==> src/rtl/riscv_pkg.sv <==
// Shared widths and ALU opcode encodings for the integer pipeline.
package riscv_pkg;

  localparam int XLEN       = 32;
  localparam int REG_ADDR_W = 5;
  localparam int OP_W       = 4;

  typedef enum logic [OP_W-1:0] {
    ALU_ADD  = 4'b0000,
    ALU_SUB  = 4'b0001,
    ALU_AND  = 4'b0010,
    ALU_OR   = 4'b0011,
    ALU_XOR  = 4'b0100,
    ALU_SLT  = 4'b0101,
    ALU_SLTU = 4'b0110,
    ALU_SLL  = 4'b0111,
    ALU_SRL  = 4'b1000,
    ALU_SRA  = 4'b1001
  } alu_op_e;

endpackage

==> src/rtl/id_ex_stage_fwd_mux.sv <==
// Operand bypass selector: picks the youngest in-flight result for a source register.
module fwd_mux #(
  parameter int XLEN       = 32,
  parameter int REG_ADDR_W = 5
) (
  input  logic [REG_ADDR_W-1:0] rs_addr,
  input  logic [XLEN-1:0]       stored_data,
  input  logic [REG_ADDR_W-1:0] exm_rd,
  input  logic                  exm_reg_write,
  input  logic [XLEN-1:0]       exm_result,
  input  logic [REG_ADDR_W-1:0] mwb_rd,
  input  logic                  mwb_reg_write,
  input  logic [XLEN-1:0]       mwb_result,
  output logic [XLEN-1:0]       operand
);

  import riscv_pkg::*;

  // x0 is hardwired, so it never takes a bypass; EX/MEM is younger than MEM/WB and wins.
  always_comb begin
    operand = stored_data;
    if (rs_addr != '0) begin
      if (exm_reg_write && (exm_rd == rs_addr)) begin
        operand = exm_result;
      end else if (mwb_reg_write && (mwb_rd == rs_addr)) begin
        operand = mwb_result;
      end
    end
  end

endmodule

==> src/rtl/id_ex_stage.sv <==
// One-entry ID/EX register with operand forwarding and valid/ready handshakes.
// Define ID_EX_STAT_EN to add saturating issue/stall counters (stat_issued, stat_stall).
module id_ex_stage #(
  parameter int XLEN       = riscv_pkg::XLEN,
  parameter int REG_ADDR_W = riscv_pkg::REG_ADDR_W,
  parameter int OP_W       = riscv_pkg::OP_W
) (
  input  logic                  clk,
  input  logic                  rst,
  input  logic                  in_valid,
  output logic                  in_ready,
  input  logic [REG_ADDR_W-1:0] in_rs1_addr,
  input  logic [REG_ADDR_W-1:0] in_rs2_addr,
  input  logic [XLEN-1:0]       in_rs1_data,
  input  logic [XLEN-1:0]       in_rs2_data,
  input  logic [XLEN-1:0]       in_imm,
  input  logic                  in_use_imm,
  input  logic [OP_W-1:0]       in_alu_op,
  input  logic [REG_ADDR_W-1:0] in_rd,
  input  logic                  in_reg_write,
  input  logic                  flush,
  input  logic [REG_ADDR_W-1:0] exm_rd,
  input  logic                  exm_reg_write,
  input  logic [XLEN-1:0]       exm_result,
  input  logic [REG_ADDR_W-1:0] mwb_rd,
  input  logic                  mwb_reg_write,
  input  logic [XLEN-1:0]       mwb_result,
  output logic                  out_valid,
  input  logic                  out_ready,
  output logic [XLEN-1:0]       out_a,
  output logic [XLEN-1:0]       out_b,
  output logic [OP_W-1:0]       out_alu_op,
  output logic [REG_ADDR_W-1:0] out_rd,
  output logic                  out_reg_write
`ifdef ID_EX_STAT_EN
  ,
  output logic [31:0]           stat_issued,
  output logic [31:0]           stat_stall
`endif
);

  import riscv_pkg::*;

  logic                  held_valid;
  logic [REG_ADDR_W-1:0] rs1_addr_q;
  logic [REG_ADDR_W-1:0] rs2_addr_q;
  logic [XLEN-1:0]       rs1_data_q;
  logic [XLEN-1:0]       rs2_data_q;
  logic [XLEN-1:0]       imm_q;
  logic                  use_imm_q;
  logic [OP_W-1:0]       alu_op_q;
  logic [REG_ADDR_W-1:0] rd_q;
  logic                  reg_write_q;

  logic                  accept;
  logic                  transfer;
  logic                  stall;
  logic                  cap_hit1;
  logic                  cap_hit2;
  logic                  hold_hit1;
  logic                  hold_hit2;
  logic [XLEN-1:0]       rs1_fwd;
  logic [XLEN-1:0]       rs2_fwd;

  assign in_ready = !held_valid || out_ready;
  assign accept   = in_valid && in_ready;
  assign transfer = held_valid && out_ready;
  assign stall    = held_valid && !out_ready;

  // A MEM/WB write is also the regfile write, so the stored copy must track it.
  assign cap_hit1  = mwb_reg_write && (mwb_rd != '0) && (mwb_rd == in_rs1_addr);
  assign cap_hit2  = mwb_reg_write && (mwb_rd != '0) && (mwb_rd == in_rs2_addr);
  assign hold_hit1 = mwb_reg_write && (mwb_rd != '0) && (mwb_rd == rs1_addr_q);
  assign hold_hit2 = mwb_reg_write && (mwb_rd != '0) && (mwb_rd == rs2_addr_q);

  always_ff @(posedge clk) begin
    if (rst) begin
      held_valid  <= 1'b0;
      rs1_addr_q  <= '0;
      rs2_addr_q  <= '0;
      rs1_data_q  <= '0;
      rs2_data_q  <= '0;
      imm_q       <= '0;
      use_imm_q   <= 1'b0;
      alu_op_q    <= '0;
      rd_q        <= '0;
      reg_write_q <= 1'b0;
    end else if (flush) begin
      held_valid <= 1'b0;
    end else if (accept) begin
      held_valid  <= 1'b1;
      rs1_addr_q  <= in_rs1_addr;
      rs2_addr_q  <= in_rs2_addr;
      rs1_data_q  <= cap_hit1 ? mwb_result : in_rs1_data;
      rs2_data_q  <= cap_hit2 ? mwb_result : in_rs2_data;
      imm_q       <= in_imm;
      use_imm_q   <= in_use_imm;
      alu_op_q    <= in_alu_op;
      rd_q        <= in_rd;
      reg_write_q <= in_reg_write;
    end else if (transfer) begin
      held_valid <= 1'b0;
    end else if (stall) begin
      if (hold_hit1) rs1_data_q <= mwb_result;
      if (hold_hit2) rs2_data_q <= mwb_result;
    end
  end

  fwd_mux #(.XLEN(XLEN), .REG_ADDR_W(REG_ADDR_W)) u_fwd_rs1 (
    .rs_addr       (rs1_addr_q),
    .stored_data   (rs1_data_q),
    .exm_rd        (exm_rd),
    .exm_reg_write (exm_reg_write),
    .exm_result    (exm_result),
    .mwb_rd        (mwb_rd),
    .mwb_reg_write (mwb_reg_write),
    .mwb_result    (mwb_result),
    .operand       (rs1_fwd)
  );

  fwd_mux #(.XLEN(XLEN), .REG_ADDR_W(REG_ADDR_W)) u_fwd_rs2 (
    .rs_addr       (rs2_addr_q),
    .stored_data   (rs2_data_q),
    .exm_rd        (exm_rd),
    .exm_reg_write (exm_reg_write),
    .exm_result    (exm_result),
    .mwb_rd        (mwb_rd),
    .mwb_reg_write (mwb_reg_write),
    .mwb_result    (mwb_result),
    .operand       (rs2_fwd)
  );

  assign out_valid     = held_valid;
  assign out_a         = rs1_fwd;
  assign out_b         = use_imm_q ? imm_q : rs2_fwd;
  assign out_alu_op    = alu_op_q;
  assign out_rd        = rd_q;
  assign out_reg_write = reg_write_q && held_valid;

`ifdef ID_EX_STAT_EN
  // Counters stick at all-ones rather than wrapping.
  always_ff @(posedge clk) begin
    if (rst) begin
      stat_issued <= '0;
      stat_stall  <= '0;
    end else begin
      if (transfer && (stat_issued != 32'hFFFF_FFFF)) stat_issued <= stat_issued + 32'd1;
      if (stall && (stat_stall != 32'hFFFF_FFFF))     stat_stall  <= stat_stall + 32'd1;
    end
  end
`endif

endmodule

==> config.mk <==
export PLATFORM = sky130hd
export DESIGN_NAME = id_ex_stage
export DESIGN_NICKNAME = d
export VERILOG_FILES = /design/src/rtl/riscv_pkg.sv /design/src/rtl/id_ex_stage_fwd_mux.sv /design/src/rtl/id_ex_stage.sv
export SDC_FILE = /design/constraint.sdc
export NUM_CORES = 1
export LEC_CHECK = 0
export BUFFER_PORTS_ARGS = -buffer_cell sky130_fd_sc_hd__buf_2
export CAP_MARGIN = 20
export CORE_MARGIN = 3
export CORE_UTILIZATION = 40
export DETAILED_ROUTE_END_ITERATION = 10
export PLACE_DENSITY = 0.69
export SETUP_SLACK_MARGIN = 0.3
export SLEW_MARGIN = 10
export SYNTH_ARGS = -nofsm -noshare
export SYNTH_HDL_FRONTEND = slang
export SYNTH_SLANG_ARGS = --single-unit
==> constraint.sdc <==
create_clock -name clk -period 3.1 [get_ports clk]
set_input_delay 0.31 -clock clk [delete_from_list [all_inputs] [get_ports clk]]
set_output_delay 0.31 -clock clk [all_outputs]
set_load 0.01 [all_outputs]
# Yosys cells after proc, flatten, opt, wreduce, memory -nomap -nowiden
# Cells that the tools add are included.
[word_totals]
ff_bits = 118
input_bits = 198
elab_cells = 64
out_inout_bits = 76
[op_classes]
reduce_logical = 27
mux = 19
n_eq_ne = 7
bitwise_logic = 1
[ops]
columns = ["op", "n"]
rows = [
  ["$mux W32", 17],
  ["$eq A5 B5 Y1", 6],
  ["$reduce_bool A5 Y1", 3],
  ["$logic_and A1 B1 Y1", 13],
  ["$reduce_and A4 Y1", 2],
  ["$reduce_bool A2 Y1", 4],
  ["$logic_not A1 Y1", 2],
  ["$mux W1", 2],
  ["$ne A2 B2 Y1 const B", 1],
  ["$reduce_and A2 Y1", 1],
  ["$reduce_or A2 Y1", 1],
  ["$logic_or A1 B1 Y1", 1],
  ["$not A1 Y1", 1],
]

# Logic depth before layout (Yosys ltp)
# Gate-level depths: netlist of run 1.
[depth]
word_depth = 7
depth_mapped = 8
depth_no_buf = 6

# Hierarchy
# Synthesis of run 1 repeated with hierarchy kept, for this count alone.
[hier_totals]
hier_cells = 966
hier_area_um2 = 7917.6
[modules_own_cells]
columns = ["mod", "seq_area_each_um2", "area_per_inst_um2", "cells_per_inst", "n_inst"]
rows = [
  ["id_ex_stage", 2362.3, 6073.3, 770, 1],
  ["fwd_mux", 0.0, 922.1, 98, 2],
]

# Least setup slack after synthesis of run 1
# No wires, ideal clock.
[synth_path]
path_type = "register to output"
startpoint = "register rs1_addr_q[4]"
endpoint = "output port out_a[10]"
path_stages_with_launch = 8
required_ns = 2.790
slack_ns = 0.952
arrival_ns = 1.838
path_cell_list = "dfxtp_1 xor2_1 nor4_1 and3_1 buf_2 buf_2 mux2_2 mux2_2"
[synth_via]
elab_chain_len = 5
elab_cells_between_ends = 8
classes_between = "eq/ne: 2; mux: 3; reduce/logical: 3"
[synth_rtl]
columns = ["item", "line", "source"]
rows = [
  ["start: declaration", "id_ex_stage.sv:45", "logic [REG_ADDR_W-1:0] rs1_addr_q;"],
  ["start signal: assignment", "id_ex_stage.sv:92", "rs1_addr_q <= in_rs1_addr;"],
  ["$eq A5 B5 Y1", "id_ex_stage_fwd_mux.sv:25", "end else if (mwb_reg_write && (mwb_rd == rs_addr)) begin"],
  ["$logic_and A1 B1 Y1", "id_ex_stage_fwd_mux.sv:25", ""],
  ["$mux W32", "id_ex_stage_fwd_mux.sv:25", ""],
  ["$mux W32", "id_ex_stage_fwd_mux.sv:23", "if (exm_reg_write && (exm_rd == rs_addr)) begin"],
  ["$mux W32 (*)", "id_ex_stage_fwd_mux.sv:22", "if (rs_addr != '0) begin"],
  ["end: declaration", "id_ex_stage.sv:30", "output logic [XLEN-1:0] out_a,"],
]
# Every way passes the cells marked *; elsewhere a longest branch is shown, timed or not.

# Final worst setup path of run 1
[layout_path]
startpoint = "register rs1_addr_q[0]"
endpoint = "output port out_a[19]"
# Same word-level chain as after synthesis.

==> metrics, run 1 <==
outcome=completed; Lkg Pwr=roughly 4.3 nW; final RePlAce weighted congestion=0.886; worst skew pair latency=0.42 ns; Buf/Inv on CP=2; via count=7311; Critical-path top delay cell=dfxtp_4; Core Box Area=around 0.018 sq mm; P per Cell Area=444 mW/mm^2; die width=between 100 and 150 um; peak supply drop=between 0.3 and 0.4 mV; Longest Clk Path Bufs=2; Comb power frac=22.3%; CP cell instances=xor2_2, nor4_1, and3_4, clkbuf_16, mux2_4, mux2_4, buf_6; Routed WL per cell=21.2 um; CTS sink count=118; H-tree levels=4; chip height=143 um; switching pwr=1.30 mW; Worst EP required=2.79 ns; DRT Pass-1 Iters=5; area post-placement=0.00890 sq mm; Design Area, Final=between 0.01 and 0.015 sq mm; First DRT Iteration DRCs=440; Post-Synthesis Cells=806; max-slew violations=0; fin crit share=90.1%; # port buffers=273; largest net degree at the start of global routing=roughly 80; Final nets=~1300; Top Ports=about 270; Max-Slew Margin vs Limit=59.0%; Max Clock Skew=0.0156 ns; Worst EP arrival=around 2.5 ns; Post-Syn Area=approximately 0.0075 sq mm; GRT Overall Usage=roughly a quarter; Routed Antenna Nets=0; Rows=49; vias in the first global route=7087; fraction of layout cells with a size suffix above 1=between 40% and 50%; final setup fails=0; initial antenna violation count=2; clock network fraction of total power=40.4%; Synth Register Bits=118; crit path capture type=output pin; die footprint=~0.02 sq mm; syn_area_per_cell=between 9 and 10 sq um; Finished Core Util=55.6%; setup tns final=0 ns; commonest non-fill, non-tap cells in the layout=buf_2 (240), dfxtp_1 (112), nand2_1 (107); power share of the sequential group=37.3%; Crit path max-delay family=simple AND/OR/NAND/NOR gates; Layout area overhead=35.0%; Hold WC Path Type=primary input to register; post-synthesis sequential area ratio=a little under a third; worst slew pin tran=0.615 ns; Syn Nets=1004; CTS root buf=clkbuf_16; Final HPWL DP=18000 um; CP Launch Type=register; first-pass GRT wire length=39100 um; Hold Vio Cnt, Final=0; CTS buffer count=17; Post-synth top flop=dfxtp_1; Reg clk slew, reported paths=0.06 ns; asr flop ratio synth=0%; commonest non-fill, non-tap cell in the layout=buf_2; count of different cell masters after synthesis=just under 50; Routed WL=27600 um; CP peak stage delay=around 0.36 ns; crit path kind=register to output pin; most frequent CP cell=mux2_4; GRT overflow=0; # hold bufs at CTS=0; Yosys warnings=0; Max Cap Viol=0; Switching Share=28.9%; initial core utilization=41.2%; critical-path maximum fanout=8; Residual DRC=0; CTS tree=done; # fillers=about 1600; crit path time final=2.79 ns; Highest Clock Rate=358 MHz; unrepaired setup endpoints after global routing=yes; Post-synth EDFFs=0; Int Pwr=3.20 mW; via/cell ratio=5.61
[what timing repair did]
action                                  in CTS  in global routing
endpoints found under the setup margin      32                 58
gates cloned                                 1                  6
resized for setup                            4                 94
buffers inserted                             2                  6
pin swaps                                    2                  7
[power by group through the flow]
stage / logic (mW) / registers, mW / clock network, mW
after floorplan: 0.534 / 1.69 / 0
after global placement: 0.889 / 1.71 / 0
after detailed placement: 0.904 / 1.71 / 0
after CTS: 0.912 / 1.68 / 1.85
after global routing: 1.09 / 1.69 / 1.93
final: 1.00 / 1.68 / 1.82
[worst paths after layout]
| kind | startpoint | to | slack, ns | cells past startpoint |
|---|---|---|---|---|
| setup / recovery | rs1_addr_q[0] | out_a[19] | 0.31 | 7 |
| setup reg to reg | rs2_addr_q[3] | rs2_data_q[20] | 0.88 | 6 |
| hold reg to reg | out_rd[0] | out_rd[0] | 0.45 | 2 |
| hold / removal | flush | out_valid | 0.11 | 2 |
[cells by family (layout without fill, tap and decap cells)]
logic type	after synthesis	in the layout	share of synthesized area [%]
AOI/OAI and AO/OA	252	252	28.5
xor gates and xnor gates	30	30	3.50
buffers and inverters	142	410	10.0
DFF	118	118	31.5
muxes	128	128	18.2
other	0	1	0
and+or+nand+nor	136	136	8.31
[cell type report]
type,count,area [sq um],share of cell area [%]
well taps,229,287,2.83
flip-flops and latches,118,2370,23.4
clock buffers,22,454,4.49
diodes,1,2.50,0.0247
inverters,66,248,2.45
clock inverters,10,81.3,0.804
multi-input cells,546,4610,45.5
repair buffers,312,2070,20.4
[synth_stat cells (2+ instances only)]
| master | number | area share (%) |
|---|---|---|
| buf_2 | 17 | 1.1 |
| buf_12 | 3 | 0.80 |
| nand2_1 | 107 | 5.4 |
| buf_8 | 3 | 0.60 |
| mux2i_1 | 64 | 8.5 |
| o221ai_2 | 30 | 6.0 |
| o221ai_1 | 34 | 4.0 |
| or4_1 | 3 | 0.30 |
| xnor2_1 | 15 | 1.8 |
| nor2_1 | 3 | 0.15 |
| nor4_1 | 2 | 0.17 |
| o221a_2 | 31 | 4.7 |
| a21oi_2 | 30 | 3.5 |
| clkbuf_1 | 27 | 1.4 |
| a22oi_1 | 32 | 3.2 |
| nor3b_1 | 2 | 0.20 |
| mux2_2 | 64 | 9.6 |
| dfxtp_1 | 118 | 32 |
| and3_1 | 3 | 0.25 |
| a21oi_1 | 87 | 5.8 |
| xor2_1 | 15 | 1.8 |
| clkbuf_4 | 2 | 0.20 |
| inv_1 | 66 | 3.3 |
| nor3_1 | 2 | 0.13 |
| buf_4 | 10 | 1.0 |
| buf_1 | 5 | 0.25 |
| buf_6 | 9 | 1.4 |
[routing by layer]
| metal | routed length [um] | up-vias | part of all wire [%] | GRT usage, % |
|---|---|---|---|---|
| met2 | 13600 | 344 | 49 | 42.5 |
| met5 | 26 | - | 0.094 | 0 |
| li1 | - | 3475 | - | - |
| met3 | 2150 | 40 | 7.8 | 6.10 |
| met1 | 11200 | 3448 | 41 | 29.9 |
| met4 | 597 | 4 | 2.2 | 7.65 |
[worst register-to-register path, stage by stage (launching register included)]
cell,delay [ns]
dfxtp_1,0.43
xnor2_1,0.15
nand4_1,0.22
or4_2,0.75
buf_4,0.26
o221ai_1,0.21
a21oi_1,0.06
[sequential cells by signal, indices dropped and copies added, names as in the netlist]
register     cells
imm_q           32
out_alu_op       4
out_rd           5
out_valid        1
reg_write_q      1
rs1_addr_q       5
rs1_data_q      32
rs2_addr_q       5
rs2_data_q      32
use_imm_q        1
[stage by stage]
stage,hold slack [ns],setup slack (ns),cells,power [mW]
5_1_grt,0.110,0.230,1303,4.70
3_3_place_gp,0.440,0.503,1256,2.60
2_1_floorplan,0.389,0.952,806,2.22
3_5_place_dp,0.446,0.477,1256,2.61
6_report,0.112,0.306,1304,4.50
4_1_cts,0.0997,0.292,1291,4.43
No activity file was read; power rests on OpenSTA's default activity.
==> run 2: changes to the inputs <==
==> constraint.sdc (replaced) <==
create_clock -name clk -period 3.1 [get_ports clk]
set_input_delay 0.155 -clock clk [delete_from_list [all_inputs] [get_ports clk]]
set_output_delay 0.155 -clock clk [all_outputs]
set_load 0.01 [all_outputs]
==> metrics, run 2 (synthesis gave the netlist of run 1 again) <==
outcome=completed (unchanged); Routed WL per cell=20.1 um (was 21.2 um); Seq. cell area=0.00236 sq mm (was 0.00237 sq mm); via/cell ratio=5.64 (was 5.61); peak supply drop=0.352 mV (was 0.339 mV); final setup fails=0 (unchanged); Reg2Reg Setup Slack=0.78 ns (was 0.88 ns); Routed met2 length=13500 um (was 13600 um); Hold WC Path Type=primary input to register (unchanged); Residual DRC=0 (unchanged); Placement Setup Slack=0.570 ns (was 0.477 ns); Highest Clock Rate=378 MHz (was 358 MHz); switching pwr=1.33 mW (was 1.30 mW); Max-Slew Margin vs Limit=34.9% (was 59.0%); chip height=143 um (unchanged); Core Box Area=0.0182 sq mm (unchanged); biggest regs=imm_q (32), rs1_data_q (32), rs2_data_q (32) (unchanged); commonest non-fill, non-tap cell in the layout=buf_2 (unchanged); Top Ports=274 (unchanged); Hold Vio Cnt, Final=0 (unchanged); Design Area, Final=0.00999 sq mm (was 0.0101 sq mm); Reg clk slew, reported paths=0.06 ns (about the same); crit path kind=register to output pin (unchanged); Top Metal Used=met5 (unchanged); Worst EP required=2.94 ns (was 2.79 ns); CP Launch Type=register (unchanged); area post-placement=0.00890 sq mm (about the same); Layout area overhead=33.3% (was 35.0%); # port buffers=273 (unchanged); P per Cell Area=455 mW/mm^2 (was 444 mW/mm^2); Int Pwr=3.22 mW (was 3.20 mW); CTS tree=done (unchanged); vias in the first global route=7550 (was 7087); CTS root buf=clkbuf_16 (unchanged); GRT overflow=0 (unchanged); DR WL met3=1870 um (was 2150 um); First DRT Iteration DRCs=395 (was 440); # fillers=1646 (was 1641); fin crit share=85.2% (was 90.1%); largest net degree at the start of global routing=84 (was 81); footprint of the multi-input gates=0.00443 sq mm (was 0.00461 sq mm); Max Cap Viol=0 (unchanged); Worst EP arrival=2.49 ns (was 2.48 ns); Switching Share=29.2% (was 28.9%); Comb power frac=21.2% (was 22.3%); Lkg Pwr=4.24 nW (was 4.29 nW); GRT Overall Usage=25.4% (was 24.5%); met1 wire length=11100 um (was 11200 um); first-pass GRT wire length=40800 um (was 39100 um); fraction of layout cells with a size suffix above 1=45.4% (was 48.4%); Longest Clk Path Bufs=2 (unchanged); setup tns final=0 ns (unchanged); initial core utilization=41.2% (unchanged); CTS buffer count=17 (unchanged); Max Clock Skew=0.0144 ns (was 0.0156 ns); CTS sink count=118 (unchanged); DRT Pass-1 Iters=5 (unchanged); clock network fraction of total power=41.9% (was 40.4%); Routed Antenna Nets=0 (unchanged); worst slew pin tran=0.975 ns (was 0.615 ns); crit path capture type=output pin (unchanged); die footprint=0.0204 sq mm (unchanged); Routed WL=26800 um (was 27600 um); unrepaired setup endpoints after global routing=yes (unchanged); initial antenna violation count=3 (was 2); max-slew violations=0 (unchanged); H-tree levels=4 (unchanged); Rows=49 (unchanged); critical-path maximum fanout=25 (was 8); via count=7524 (was 7311); worst skew pair latency=0.42 ns (about the same); total power=4.55 mW (was 4.50 mW); Final HPWL DP=18100 um (was 18000 um); power share of the sequential group=36.9% (was 37.3%); Final nets=1292 (was 1259); commonest non-fill, non-tap cells in the layout=buf_2 (272), dfxtp_1 (117), nand2_1 (107) (was buf_2 (240), dfxtp_1 (112), nand2_1 (107)); die width=143 um (unchanged); crit path time final=2.64 ns (was 2.79 ns); worst setup margin=0.457 ns (was 0.306 ns); final RePlAce weighted congestion=0.812 (was 0.886)
run 2: changes by cell type in the layout (fill, tap and decap cells not counted), moves of 4 or more:
cell	change
dlygate4sd3_1	+48
mux2_2	+44
mux2_4	-44
buf_2	+32
buf_6	-31
buf_4	-7
clkbuf_16	-5
dfxtp_1	+5
clkbuf_1	-4
dfxtp_2	-4
run 2: per-layer routing:
metal | track usage [%] | up-vias
li1 | - | 3540
met1 | 30.7 | 3623
met2 | 44.7 | 320
met3 | 5.99 | 35
met4 | 7.95 | 6
met5 | 0 | -
run 2: per-stage QoR:
| stage | std cells | utilization [%] | hold WS [ns] |
|---|---|---|---|
| 5_1_grt | 1334 | 54.9 | 0.00596 |
| 6_report | 1335 | 54.9 | 0.0195 |
| 2_1_floorplan | 806 | - | 0.234 |
| 3_5_place_dp | 1254 | 48.9 | 0.380 |
| 4_1_cts | 1333 | 54.7 | 0.00195 |
| 3_3_place_gp | 1254 | 48.9 | 0.377 |
run 2: area by class of cell:
| class | instances | share of cell area [%] |
|---|---|---|
| antenna | 1 | 0.0250 |
| clock buffer | 21 | 4.81 |
| clock inverter | 9 | 0.776 |
| inverter | 66 | 2.48 |
| multi-input combinational | 546 | 44.4 |
| sequential | 118 | 23.7 |
| tap | 229 | 2.87 |
| timing repair buffer | 345 | 21.0 |
run 2: worst max-delay path, stage by stage (launching register included):
cell and delay (ns):
dfxtp_1 0.34, xor2_1 0.18, nor4_2 0.29, and3_4 0.27
buf_12 0.20, mux2_2 0.36, mux2_2 0.27, buf_2 0.14
run 2: power by group through the flow:
stage | Combinational [mW] | Sequential, mW | Clock (mW)
after floorplan | 0.534 | 1.69 | 0
after global placement | 0.894 | 1.71 | 0
after detailed placement | 0.907 | 1.71 | 0
after CTS | 0.961 | 1.68 | 1.93
after global routing | 1.05 | 1.69 | 1.99
final | 0.965 | 1.68 | 1.91
run 2: timing repair:
item / in CTS / in global routing
setup endpoints to repair: 23 / 36
hold buffers: 48 / 0
buffers inserted: 1 / 1
gates resized for setup: 2 / 3
hold endpoints to repair: 48 / 0
pin swaps: 1 / 1
run 2: path summary, 6_finish.rpt:
kind                      start              to  depth (start not counted)
hold reg to reg       out_rd[1]       out_rd[1]                          2
setup reg to reg      out_valid  rs2_data_q[21]                          8
setup / recovery  rs1_addr_q[4]        out_a[2]                          7
hold / removal        in_imm[0]        imm_q[0]                          3
